--- src/rtl/fwd_hazard_ctrl_pkg.sv ---
// fwd_pkg: shared types for the forwarding / hazard controller.
//   fwd_sel_e    - 2-bit operand-mux select {s1,s0} as wired in the datapath
//   stage_info_t - per-stage shadow of the register-usage fields of an instruction
//   REG_ZERO     - index of the hard-wired zero register (never forwarded)
package fwd_pkg;

    localparam int unsigned REG_IDX_W = 5;

    localparam logic [REG_IDX_W-1:0] REG_ZERO = '0;

    // 11 also selects d0 in the mux but is never driven
    typedef enum logic [1:0] {
        FWD_RF    = 2'b00,
        FWD_EXMEM = 2'b10,
        FWD_MEMWB = 2'b01
    } fwd_sel_e;

    typedef struct packed {
        logic                 valid;
        logic [REG_IDX_W-1:0] rs1;
        logic [REG_IDX_W-1:0] rs2;
        logic                 use_rs1;
        logic                 use_rs2;
        logic [REG_IDX_W-1:0] rd;
        logic                 regwrite;
        logic                 memread;
    } stage_info_t;

    localparam stage_info_t STAGE_BUBBLE = '0;

endpackage

--- src/rtl/fwd_hazard_ctrl_sel_logic.sv ---
// fwd_sel_logic: forwarding select for one EX operand.
//   src     in  source register index read by the EX instruction
//   use_src in  EX instruction is valid and actually reads src
//   mem     in  shadow of the instruction in MEM
//   wb      in  shadow of the instruction in WB
//   sel     out mux select; MEM result beats WB result, x0 never forwarded
module fwd_sel_logic
    import fwd_pkg::*;
(
    input  logic [REG_IDX_W-1:0] src,
    input  logic                 use_src,
    input  stage_info_t          mem,
    input  stage_info_t          wb,
    output fwd_sel_e             sel
);

    function automatic logic produces(input stage_info_t s, input logic [REG_IDX_W-1:0] idx);
        return s.valid & s.regwrite & (s.rd != REG_ZERO) & (s.rd == idx);
    endfunction

    always_comb begin
        sel = FWD_RF;
        if (use_src && produces(mem, src)) begin
            sel = FWD_EXMEM;
        end else if (use_src && produces(wb, src)) begin
            sel = FWD_MEMWB;
        end
    end

    // Source-side and load fields of the producers play no part in forwarding
    logic unused_fields;
    assign unused_fields = ^{mem.rs1, mem.rs2, mem.use_rs1, mem.use_rs2, mem.memread,
                             wb.rs1, wb.rs2, wb.use_rs1, wb.use_rs2, wb.memread};

endmodule

--- src/rtl/fwd_hazard_ctrl.sv ---
// fwd_hazard_ctrl: forwarding and hazard controller for the 5-stage pipeline.
// Shadows EX/MEM/WB register usage, drives the two EX operand forwarding
// selects, and produces load-use stall, branch flush and memory-wait freeze.
// Optional statistics counters are built when FWD_HAZARD_STATS_EN is defined.
//   clk, reset                  clock, synchronous active-high reset
//   id_*                        decoded ID-stage instruction fields
//   ex_branch_taken             EX resolved a taken branch/jump
//   mem_wait                    data memory busy, freeze everything
//   fwd_a_s1/s0, fwd_b_s1/s0    operand A/B mux selects
//   pc_stall, ifid_stall        hold PC / IF/ID
//   ifid_flush, idex_flush      zero IF/ID / bubble into ID/EX
//   stat_*_cnt (optional)       stall / flush / forwarding cycle counters
module fwd_hazard_ctrl
    import fwd_pkg::*;
#(
    parameter int unsigned REG_W = 5,
    parameter int unsigned CNT_W = 32
) (
    input  logic             clk,
    input  logic             reset,
    input  logic             id_valid,
    input  logic [REG_W-1:0] id_rs1,
    input  logic [REG_W-1:0] id_rs2,
    input  logic             id_use_rs1,
    input  logic             id_use_rs2,
    input  logic [REG_W-1:0] id_rd,
    input  logic             id_regwrite,
    input  logic             id_memread,
    input  logic             ex_branch_taken,
    input  logic             mem_wait,
    output logic             fwd_a_s1,
    output logic             fwd_a_s0,
    output logic             fwd_b_s1,
    output logic             fwd_b_s0,
    output logic             pc_stall,
    output logic             ifid_stall,
    output logic             ifid_flush,
    output logic             idex_flush
`ifdef FWD_HAZARD_STATS_EN
    ,
    output logic [CNT_W-1:0] stat_stall_cnt,
    output logic [CNT_W-1:0] stat_flush_cnt,
    output logic [CNT_W-1:0] stat_fwd_cnt
`endif
);

    stage_info_t id_info;
    stage_info_t ex_q, mem_q, wb_q;
    stage_info_t ex_d, mem_d, wb_d;
    logic        load_use;
    fwd_sel_e    sel_a, sel_b;

    always_comb begin
        id_info = '{valid:    id_valid,
                    rs1:      REG_IDX_W'(id_rs1),
                    rs2:      REG_IDX_W'(id_rs2),
                    use_rs1:  id_use_rs1,
                    use_rs2:  id_use_rs2,
                    rd:       REG_IDX_W'(id_rd),
                    regwrite: id_regwrite,
                    memread:  id_memread};
    end

    // A load in EX whose result the ID instruction needs
    always_comb begin
        load_use = ex_q.valid & ex_q.memread & ex_q.regwrite & (ex_q.rd != REG_ZERO) &
                   id_valid & ((id_use_rs1 & (id_info.rs1 == ex_q.rd)) |
                               (id_use_rs2 & (id_info.rs2 == ex_q.rd)));
    end

    // Next-state and pipeline controls, in priority freeze > flush > stall > advance
    always_comb begin
        ex_d       = ex_q;
        mem_d      = mem_q;
        wb_d       = wb_q;
        pc_stall   = 1'b0;
        ifid_stall = 1'b0;
        ifid_flush = 1'b0;
        idex_flush = 1'b0;
        if (mem_wait) begin
            pc_stall   = 1'b1;
            ifid_stall = 1'b1;
        end else begin
            mem_d = ex_q;
            wb_d  = mem_q;
            if (ex_branch_taken) begin
                ifid_flush = 1'b1;
                idex_flush = 1'b1;
                ex_d       = STAGE_BUBBLE;
            end else if (load_use) begin
                pc_stall   = 1'b1;
                ifid_stall = 1'b1;
                idex_flush = 1'b1;
                ex_d       = STAGE_BUBBLE;
            end else begin
                ex_d = id_info;
            end
        end
    end

    always_ff @(posedge clk) begin
        if (reset) begin
            ex_q  <= STAGE_BUBBLE;
            mem_q <= STAGE_BUBBLE;
            wb_q  <= STAGE_BUBBLE;
        end else begin
            ex_q  <= ex_d;
            mem_q <= mem_d;
            wb_q  <= wb_d;
        end
    end

    // Gating the use bit with EX valid keeps selects at d0 for a bubble
    fwd_sel_logic u_fwd_a (
        .src     (ex_q.rs1),
        .use_src (ex_q.valid & ex_q.use_rs1),
        .mem     (mem_q),
        .wb      (wb_q),
        .sel     (sel_a)
    );

    fwd_sel_logic u_fwd_b (
        .src     (ex_q.rs2),
        .use_src (ex_q.valid & ex_q.use_rs2),
        .mem     (mem_q),
        .wb      (wb_q),
        .sel     (sel_b)
    );

    assign {fwd_a_s1, fwd_a_s0} = sel_a;
    assign {fwd_b_s1, fwd_b_s0} = sel_b;

`ifdef FWD_HAZARD_STATS_EN
    logic stall_cyc, flush_cyc, fwd_cyc;

    assign stall_cyc = ~mem_wait & ~ex_branch_taken & load_use;
    assign flush_cyc = ~mem_wait & ex_branch_taken;
    assign fwd_cyc   = ~mem_wait & ((sel_a != FWD_RF) | (sel_b != FWD_RF));

    // Free-running event counters, wrap naturally
    always_ff @(posedge clk) begin
        if (reset) begin
            stat_stall_cnt <= '0;
            stat_flush_cnt <= '0;
            stat_fwd_cnt   <= '0;
        end else begin
            stat_stall_cnt <= stat_stall_cnt + CNT_W'(stall_cyc);
            stat_flush_cnt <= stat_flush_cnt + CNT_W'(flush_cyc);
            stat_fwd_cnt   <= stat_fwd_cnt + CNT_W'(fwd_cyc);
        end
    end
`else
    logic [CNT_W-1:0] unused_cnt_w;
    assign unused_cnt_w = '0;
`endif

endmodule
--- config.mk ---
export PLATFORM = sky130hd
export DESIGN_NAME = fwd_hazard_ctrl
export DESIGN_NICKNAME = d
export VERILOG_FILES = /design/src/rtl/fwd_hazard_ctrl_pkg.sv /design/src/rtl/fwd_hazard_ctrl_sel_logic.sv /design/src/rtl/fwd_hazard_ctrl.sv
export SDC_FILE = /design/constraint.sdc
export NUM_CORES = 1
export LEC_CHECK = 0
export CORE_ASPECT_RATIO = 0.7
export CORE_MARGIN = 1
export CORE_UTILIZATION = 40
export DETAILED_ROUTE_END_ITERATION = 12
export HOLD_SLACK_MARGIN = 0.08
export PLACE_DENSITY = 0.62
export SETUP_SLACK_MARGIN = 0.02
export SLEW_MARGIN = 25
export SYNTH_ARGS = -nofsm -noshare
export SYNTH_HDL_FRONTEND = slang
export SYNTH_SLANG_ARGS = --single-unit
export TNS_END_PERCENT = 30
--- constraint.sdc ---
create_clock -name clk -period 2.6 [get_ports clk]
set_input_delay 0.52 -clock clk [delete_from_list [all_inputs] [get_ports clk]]
set_output_delay 0.52 -clock clk [all_outputs]
set_load 0.005 [all_outputs]
Word-level counts from Yosys, hierarchy flattened
Cells that the tools add are included.
{"block": "word_totals", "output_inout_bits": 8, "regBits": 34, "elab_cells": 58, "in_bits": 24}
{"block": "op_classes", "mux": 13, "bitwise": 18, "n_eq_ne": 6, "n_reduce_logical": 7}
{"operator": "$mux W20", "n": 2}
{"operator": "$eq A5 B5 Y1", "n": 6}
{"operator": "$and A1 B1 Y1", "n": 17}
{"operator": "$reduce_bool A5 Y1", "n": 3}
{"operator": "$mux W1", "n": 9}
{"operator": "$logic_and A1 B1 Y1", "n": 4}
{"operator": "$mux W2", "n": 2}
{"operator": "$or A1 B1 Y1", "n": 1}

Logic depth before layout (Yosys ltp)
Gate-level depths: netlist (run 1).
{"block": "depth", "ltp_word": 8, "depth_mapped": 6}

By module
From an unflattened synthesis (run 1), not the netlist that was laid out.
{"block": "hier_totals", "cells_unflattened": 336, "area_unflattened_um2": 3168.0}
{"module": "fwd_hazard_ctrl", "seq_area_each_um2": 1201.2, "area_each_um2": 2830.2, "n_inst": 1, "cells_per_inst": 292}
{"module": "fwd_sel_logic", "seq_area_each_um2": 0.0, "area_each_um2": 168.9, "n_inst": 2, "cells_per_inst": 22}

Least setup slack after synthesis (run 1)
OpenSTA, ideal clock, no wires.
{"block": "synth_path", "path_kind": "input -> output", "from": "input id_rs1[2]", "to": "output pc_stall", "cell_stages": 6, "slack_ps": 586, "t_required_ps": 2080, "arrival_time_ps": 1494, "cell_sequence": "xnor2_1 > nand4_1 > o22ai_1 > buf_4 > a21o_1 > buf_4"}
{"block": "synth_via", "elab_chain_len": 7}
{"element": "start, declared", "line": "fwd_hazard_ctrl.sv:22", "source": "input logic [REG_W-1:0] id_rs1,"}
{"element": "$eq A5 B5 Y1", "line": "fwd_hazard_ctrl.sv:67", "source": "id_valid & ((id_use_rs1 & (id_info.rs1 == ex_q.rd)) |"}
{"element": "$and A1 B1 Y1", "line": "fwd_hazard_ctrl.sv:67"}
{"element": "$or A1 B1 Y1", "line": "fwd_hazard_ctrl.sv:67"}
{"element": "$and A1 B1 Y1", "line": "fwd_hazard_ctrl.sv:67"}
{"element": "$mux W1 (3 in a row)"}
{"element": "end, declared", "line": "fwd_hazard_ctrl.sv:35", "source": "output logic pc_stall,"}
No other way between the ends.

Worst setup path in the final report (run 1)
{"block": "layout_path", "from": "register mem_q[2] in the netlist's numbering", "to": "output fwd_b_s0"}
{"block": "layout_via", "elab_chain_len": 5}
{"element": "start, declared", "line": "fwd_hazard_ctrl.sv:48", "source": "stage_info_t ex_q, mem_q, wb_q;"}
{"element": "start signal, assigned", "line": "fwd_hazard_ctrl.sv:108", "source": "mem_q <= mem_d;"}
{"element": "$reduce_bool A5 Y1", "line": "fwd_hazard_ctrl_sel_logic.sv:18", "source": "return s.valid & s.regwrite & (s.rd != REG_ZERO) & (s.rd == idx);"}
{"element": "$and A1 B1 Y1", "line": "fwd_hazard_ctrl_sel_logic.sv:18"}
{"element": "$and A1 B1 Y1 (*)", "line": "fwd_hazard_ctrl_sel_logic.sv:18"}
{"element": "$logic_and A1 B1 Y1 (*)", "line": "fwd_hazard_ctrl_sel_logic.sv:23", "source": "if (use_src && produces(mem, src)) begin"}
{"element": "$mux W2 (*)", "line": "fwd_hazard_ctrl_sel_logic.sv:23"}
{"element": "end, declared", "line": "fwd_hazard_ctrl.sv:34", "source": "output logic fwd_b_s0,"}
Every way passes the cells marked *; elsewhere a longest branch is shown, timed or not.

==> results of run 1 <==
power by group:
group	switching (W)	total [W]	internal, W
combinational	0.000153	0.000341	0.000189
sequential	0.0000674	0.000636	0.000568
clock	0.000201	0.000610	0.000409
total	0.000421	0.00159	0.00117
worst max-delay path, stage by stage, from the launching register on:
cell,delay (ps)
dfxtp_1,310
or4_4,540
o211ai_2,180
nor4_2,80
nor3_2,160
clkdlybuf4s50_1,510
worst paths after layout:
path	start	endpoint	slack, ps	depth (start not counted)
max reg2reg	ex_q[6]$_SDFFE_PP0N_	ex_q[11]$_SDFFE_PP0N_	920	7
min	wb_q[19]$_SDFFE_PP0N_	wb_q[19]$_SDFFE_PP0N_	510	2
max	mem_q[2]$_SDFFE_PP0N_	fwd_b_s0	0.5	5
min reg2reg	wb_q[19]$_SDFFE_PP0N_	wb_q[19]$_SDFFE_PP0N_	510	2
registers in the layout (all words and copies together), names as in the netlist:
register and flops:
ex_q 20, mem_q 7, wb_q 7
cells in the mapped netlist:
master / n
mux2_2: 15
nor3b_1: 20
nand2_1: 23
a31oi_1: 20
nand3_1: 1
nor2_1: 17
or4_4: 1
or4_1: 2
mux2i_1: 14
xnor2_1: 24
o211ai_2: 1
inv_2: 1
o22ai_1: 1
nor2b_1: 1
o21ai_2: 18
dfxtp_1: 34
buf_6: 3
a21o_1: 2
nor3_1: 2
xor2_1: 6
nand4_1: 6
buf_4: 5
buf_2: 6
nor3_2: 1
o21ai_1: 2
nor4_1: 2
mux2_1: 5
and4_1: 1
clkbuf_1: 5
o21ai_4: 1
o211ai_1: 1
or3_1: 1
metal layers:
metal | vias up | wire length (um) | GRT usage, % | share of wire (%)
met5 | - | 0 | 0 | 0
met4 | 0 | 50 | 5.04 | 0.92
li1 | 941 | - | - | -
met3 | 7 | 181 | 4.64 | 3.3
met2 | 34 | 2290 | 29.8 | 42
met1 | 850 | 2920 | 30.1 | 54
metrics by stage:
stage / instances / utilization (%) / cell area [um2] / TNS (ps)
2_1_floorplan: 242 / - / 2210 / 0
3_3_place_gp: 339 / 49.0 / 2590 / -500
3_5_place_dp: 339 / 49.0 / 2590 / -565
4_1_cts: 350 / 52.1 / 2750 / -188
5_1_grt: 352 / 52.8 / 2790 / -86.9
6_report: 352 / 52.8 / 2790 / 0
area by class of cell:
cell class                 instances  area [um2]  area share (%)
clock buffer                       6        82.6            2.96
clock inverter                     2        60.1            2.15
inverter                           1        3.75           0.134
multi-input combinational        188        1430            51.1
sequential                        34         688            24.7
tap                               72        90.1            3.23
timing repair buffer              49         439            15.7
logic make-up after synthesis:
group,Yosys count,synth area share [%]
flip-flops,34,30.9
AND/OR/NAND/NOR,78,19.2
AO/OA/AOI/OAI,46,15.9
XOR/XNOR,30,11.9
buffers and inverters,20,5.62
multiplexers,34,16.6
what timing repair did:
action / CTS / global route
setup endpoints to repair: 5 / 4
gates resized for setup: 12 / 9
buffers inserted: 3 / 2
pin swaps: 3 / 3
hold endpoints to repair: 0 / 0
==> summary.txt, run 1 <==
1st-pass router iterations -> 4
Avg WL per Cell -> 15.5 um
Grt ovf -> 0
Commonest non-fill, non-tap cell in the layout -> dfxtp_1
Total power -> 0.00159 W
Peak Freq -> 0.385 GHz
Post-route ant nets -> 0
Critical path type -> flop to primary output
Slew headroom -> 68.3%
Post-route DRC -> 0
Static Leakage -> 1.10 nW
Maximum clock path buffer count -> 2
IO Port Bufs -> 31
Power per cell area -> 568 nW/um2
H-Tree Depth -> 2
Final hold slack -> 514 ps
Clk sink count -> 34
Final WS setup -> 0.501 ps
Warnings, synthesis -> 0
First-pass GRT wire length -> 9330 um
Crit path capture type -> primary output
Cell taking the most area after synthesis -> dfxtp_1
Most frequent cells in the layout -> dfxtp_1, xnor2_1, nand2_1, nor3b_1, a31oi_1
Row cnt -> 22
Worst skew pair latency -> 290 ps
Initial core utilization -> 41.7%
Antenna cells -> 0
Period minus WS final -> 2600 ps
Status -> finished clean
Syn_area_per_cell -> 9.12 um2
Synth Cell Area -> 2210 um2
Vias in the first global route -> 1793
Area grow syn2layout -> 26.5%
Data required, critical path -> 2080 ps
Routed WL -> 5440 um
RD Place Congestion -> 0.797
Final net count -> 303
Clk root buf -> clkbuf_8
Worst-Margin Slew -> 476 ps
Top cell type's share of synthesized area -> 30.9%
Final Max Slew Viols -> 0
# Max-Cap Violations -> 0
Crit path DAT -> 2080 ps
Initial drt markers -> 139
Via count -> 1832
Die outline width -> 90.8 um
Layout cells sized above 1 -> 26.4%
Hold_buf cts -> 0
Final Hold Fails -> 0
Die Y -> 64.1 um
Die area -> 5820 um2
Synth area leaders -> dfxtp_1, xnor2_1, mux2_2
Final period util -> 100%
CP Max Fanout -> 2
Vias per cell -> 5.20
Tot GR Track Use -> 20.5%
I/O Pins -> 32
HP Class -> flop to flop
Total core area -> 5290 um2
RSZ-0062 raised after global routing -> yes
Clk slew on worst S/H paths -> 70 ps
Max rail drop VDD -> 0.284 mV
Syn Nets -> 266
Initial antenna violation count -> 0
Post-synthesis cell count -> 242
Seq/Total Area, Yosys -> 30.9%
Largest net degree at the start of global routing -> 35
Final Skew -> 4.71 ps
Seq cells post-synth -> 34
Worst setup SP type -> flop
CTS tree -> done
Pre-CTS setup slack -> -196 ps
Detailed placement HPWL -> 3960 um
Filler cell count -> 504
Final setup vio count -> 0
Total CTS buffers -> 5
Distinct cells, synth -> 32
Note: power is estimated with default switching activity, not from simulation.
==> run 2: changes to the inputs <==
--- a/config.mk
+++ b/config.mk
@@ -6,7 +6,6 @@
 export NUM_CORES = 1
 export LEC_CHECK = 0
 export CORE_ASPECT_RATIO = 0.7
-export CORE_MARGIN = 1
 export CORE_UTILIZATION = 40
 export DETAILED_ROUTE_END_ITERATION = 12
 export HOLD_SLACK_MARGIN = 0.08
@@ -16,4 +15,4 @@
 export SYNTH_ARGS = -nofsm -noshare
 export SYNTH_HDL_FRONTEND = slang
 export SYNTH_SLANG_ARGS = --single-unit
-export TNS_END_PERCENT = 30
+export TNS_END_PERCENT = 50
==> run 2 against run 1 <==
Compared with the run above: worst setup slack better by 130 ps; first-iteration DRC count shrank 32%; combinational power grew 2%; cell area shrank 0.31%; clock skew about the same; fmax increased by 5.5%; global-route usage increased by 0.21 points; final cell count unchanged; power grew 0.19%; hold slack about the same; largest power group unchanged.
==> summary.txt, run 2 (synthesis results as in run 1) <==
Crit path DAT -> 1940 ps (-140 ps)
Final hold slack -> 514 ps (+0.0540 ps)
Initial drt markers -> 95 (-32%)
Detailed placement HPWL -> 3960 um (unchanged)
Worst setup SP type -> flop
# Max-Cap Violations -> 0 (unchanged)
IO Port Bufs -> 31 (unchanged)
H-Tree Depth -> 2 (unchanged)
Via count -> 1833 (+0.055%)
R2r startpoint -> ex_q[6]$_SDFFE_PP0N_
M1 GR Usage -> 30.8% (+0.65 points)
I/O Pins -> 32 (unchanged)
Worst path buffer plus inverter count -> 1 (unchanged)
Largest register FFs -> 20 (unchanged)
CTS tree -> done
Period minus WS final -> 2460 ps (-135 ps)
Critical path type -> flop to primary output
CP Launch Point -> mem_q[2]$_SDFFE_PP0N_
Filler cell count -> 506 (+0.40%)
Layout cells sized above 1 -> 26.1% (-0.36 points)
Worst-Margin Slew -> 483 ps (+6.99 ps)
Vias per cell -> 5.21 (about the same)
Die outline width -> 90.8 um (unchanged)
Max rail drop VDD -> 0.288 mV (+1.3%)
HP Start -> wb_q[19]$_SDFFE_PP0N_
Post-route ant nets -> 0 (unchanged)
Largest net degree at the start of global routing -> 35 (unchanged)
Post-route DRC -> 0 (unchanged)
Row cnt -> 22 (unchanged)
Total core area -> 5290 um2 (unchanged)
Met2 Use GR -> 30.1% (+0.28 points)
Crit-path slowest cell -> or4_4
Crit path capture type -> primary output
Status -> finished clean
Top reg by flops -> ex_q
Final net count -> 303 (unchanged)
CP Max Fanout -> 2 (unchanged)
Slew headroom -> 67.8% (-0.47 points)
Initial core utilization -> 41.7% (unchanged)
Avg WL per Cell -> 15.7 um (+1.6%)
Area grow syn2layout -> 26.1%
Final Hold Fails -> 0 (unchanged)
Final Max Slew Viols -> 0 (unchanged)
CP peak stage delay -> 540 ps (about the same)
Most frequent cells in the layout -> dfxtp_1, xnor2_1, nand2_1, nor3b_1, a31oi_1
Clk slew on worst S/H paths -> 70 ps (about the same)
Data required, critical path -> 2080 ps (about the same)
Routed WL -> 5530 um (+1.6%)
Antenna cells -> 0 (unchanged)
Static Leakage -> 1.08 nW (-1.7%)
Clk sink count -> 34 (unchanged)
RSZ-0062 raised after global routing -> no
Total CTS buffers -> 5 (unchanged)
Power per cell area -> 571 nW/um2 (+0.51%)
Crit-path cells -> or4_4, o211ai_2, nor3_1, clkdlybuf4s50_1
Most used routing layer -> met1
Top delay family on crit path -> simple AND/OR/NAND/NOR gates
Largest registers -> ex_q: 20 flops, mem_q: 7 flops, wb_q: 7 flops
Fin util -> 52.7% (-0.17 points)
1st-pass router iterations -> 4 (unchanged)
Met3 usage -> 4.29% (-0.36 points)
Initial antenna violation count -> 0 (unchanged)
Worst skew pair latency -> 290 ps (about the same)
Final Skew -> 4.96 ps (+0.248 ps)
Final period util -> 94.8% (-5.2 points)
Peak Freq -> 0.406 GHz (+5.5%)
Final setup vio count -> 0 (unchanged)
First-pass GRT wire length -> 9420 um (+0.96%)
Clk root buf -> clkbuf_8
Die area -> 5820 um2 (unchanged)
Commonest non-fill, non-tap cell in the layout -> dfxtp_1
Die Y -> 64.1 um (unchanged)
RD Place Congestion -> 0.797 (unchanged)
Vias in the first global route -> 1798 (+0.28%)
Maximum clock path buffer count -> 2 (unchanged)
Tot GR Track Use -> 20.7% (+0.21 points)
Grt ovf -> 0 (unchanged)
HP Class -> flop to flop
run 2: cell types whose count changed in the layout (fill, tap and decap cells not counted), sizes merged:
| cell | change |
|---|---|
| dlygate4sd2 | +4 |
| clkdlybuf4s50 | -1 |
| dlymetal6s2s | -3 |
run 2: metal layers:
layer / vias up / wire length [um]
met5: - / 0
met4: 0 / 50
met3: 7 / 158
met2: 32 / 2280
met1: 853 / 3040
li1: 941 / -
run 2: cell type report:
class                   count  area (um2)  share of cell area (%)
well taps                  72        90.1                    3.24
repair buffers             49         427                    15.3
clock buffers               6        82.6                    2.97
multi-input cells         188        1430                    51.3
inverters                   1        3.75                   0.135
clock inverters             2        60.1                    2.16
flip-flops and latches     34         691                    24.8
run 2: power by group:
| part | switching (W) | total (W) | internal [W] |
|---|---|---|---|
| sequential | 0.0000636 | 0.000632 | 0.000568 |
| combinational | 0.000161 | 0.000348 | 0.000187 |
| clock | 0.000201 | 0.000610 | 0.000409 |
run 2: what timing repair did:
action | in CTS | in global routing
buffers inserted | 5 | 0
hold buffers | 0 | 0
endpoints found under the setup margin | 5 | 2
endpoints found under the hold margin | 0 | 0
gates cloned | 0 | 0
resized for setup | 21 | 2
pin swaps | 6 | 2
run 2: worst register-to-register path: stages, from the launching register on:
cell     delay, ps
dfxtp_1        510
xnor2_1        160
nand4_1        130
o22ai_2        240
buf_4          160
buf_4          100
buf_4          160
o21ai_2         70
run 2: path summary, 6_finish.rpt:
path	to	slack [ps]	cells after the start
setup / recovery	fwd_a_s1	140	4
hold reg to reg	wb_q[19]$_SDFFE_PP0N_	510	2
setup reg to reg	ex_q[15]$_SDFFE_PP0N_	960	7
hold / removal	wb_q[19]$_SDFFE_PP0N_	510	2
run 2: through the flow:
stage	power (W)	cells	area, um2	setup WS, ps	TNS, ps
global route	0.00167	352	2780	56.0	0
global placement	0.000973	339	2590	-170	-500
detailed placement	0.000978	339	2590	-196	-565
finish	0.00159	352	2780	135	0
floorplan	0.000866	242	2210	586	0
CTS	0.00160	352	2770	-16.3	-16.3
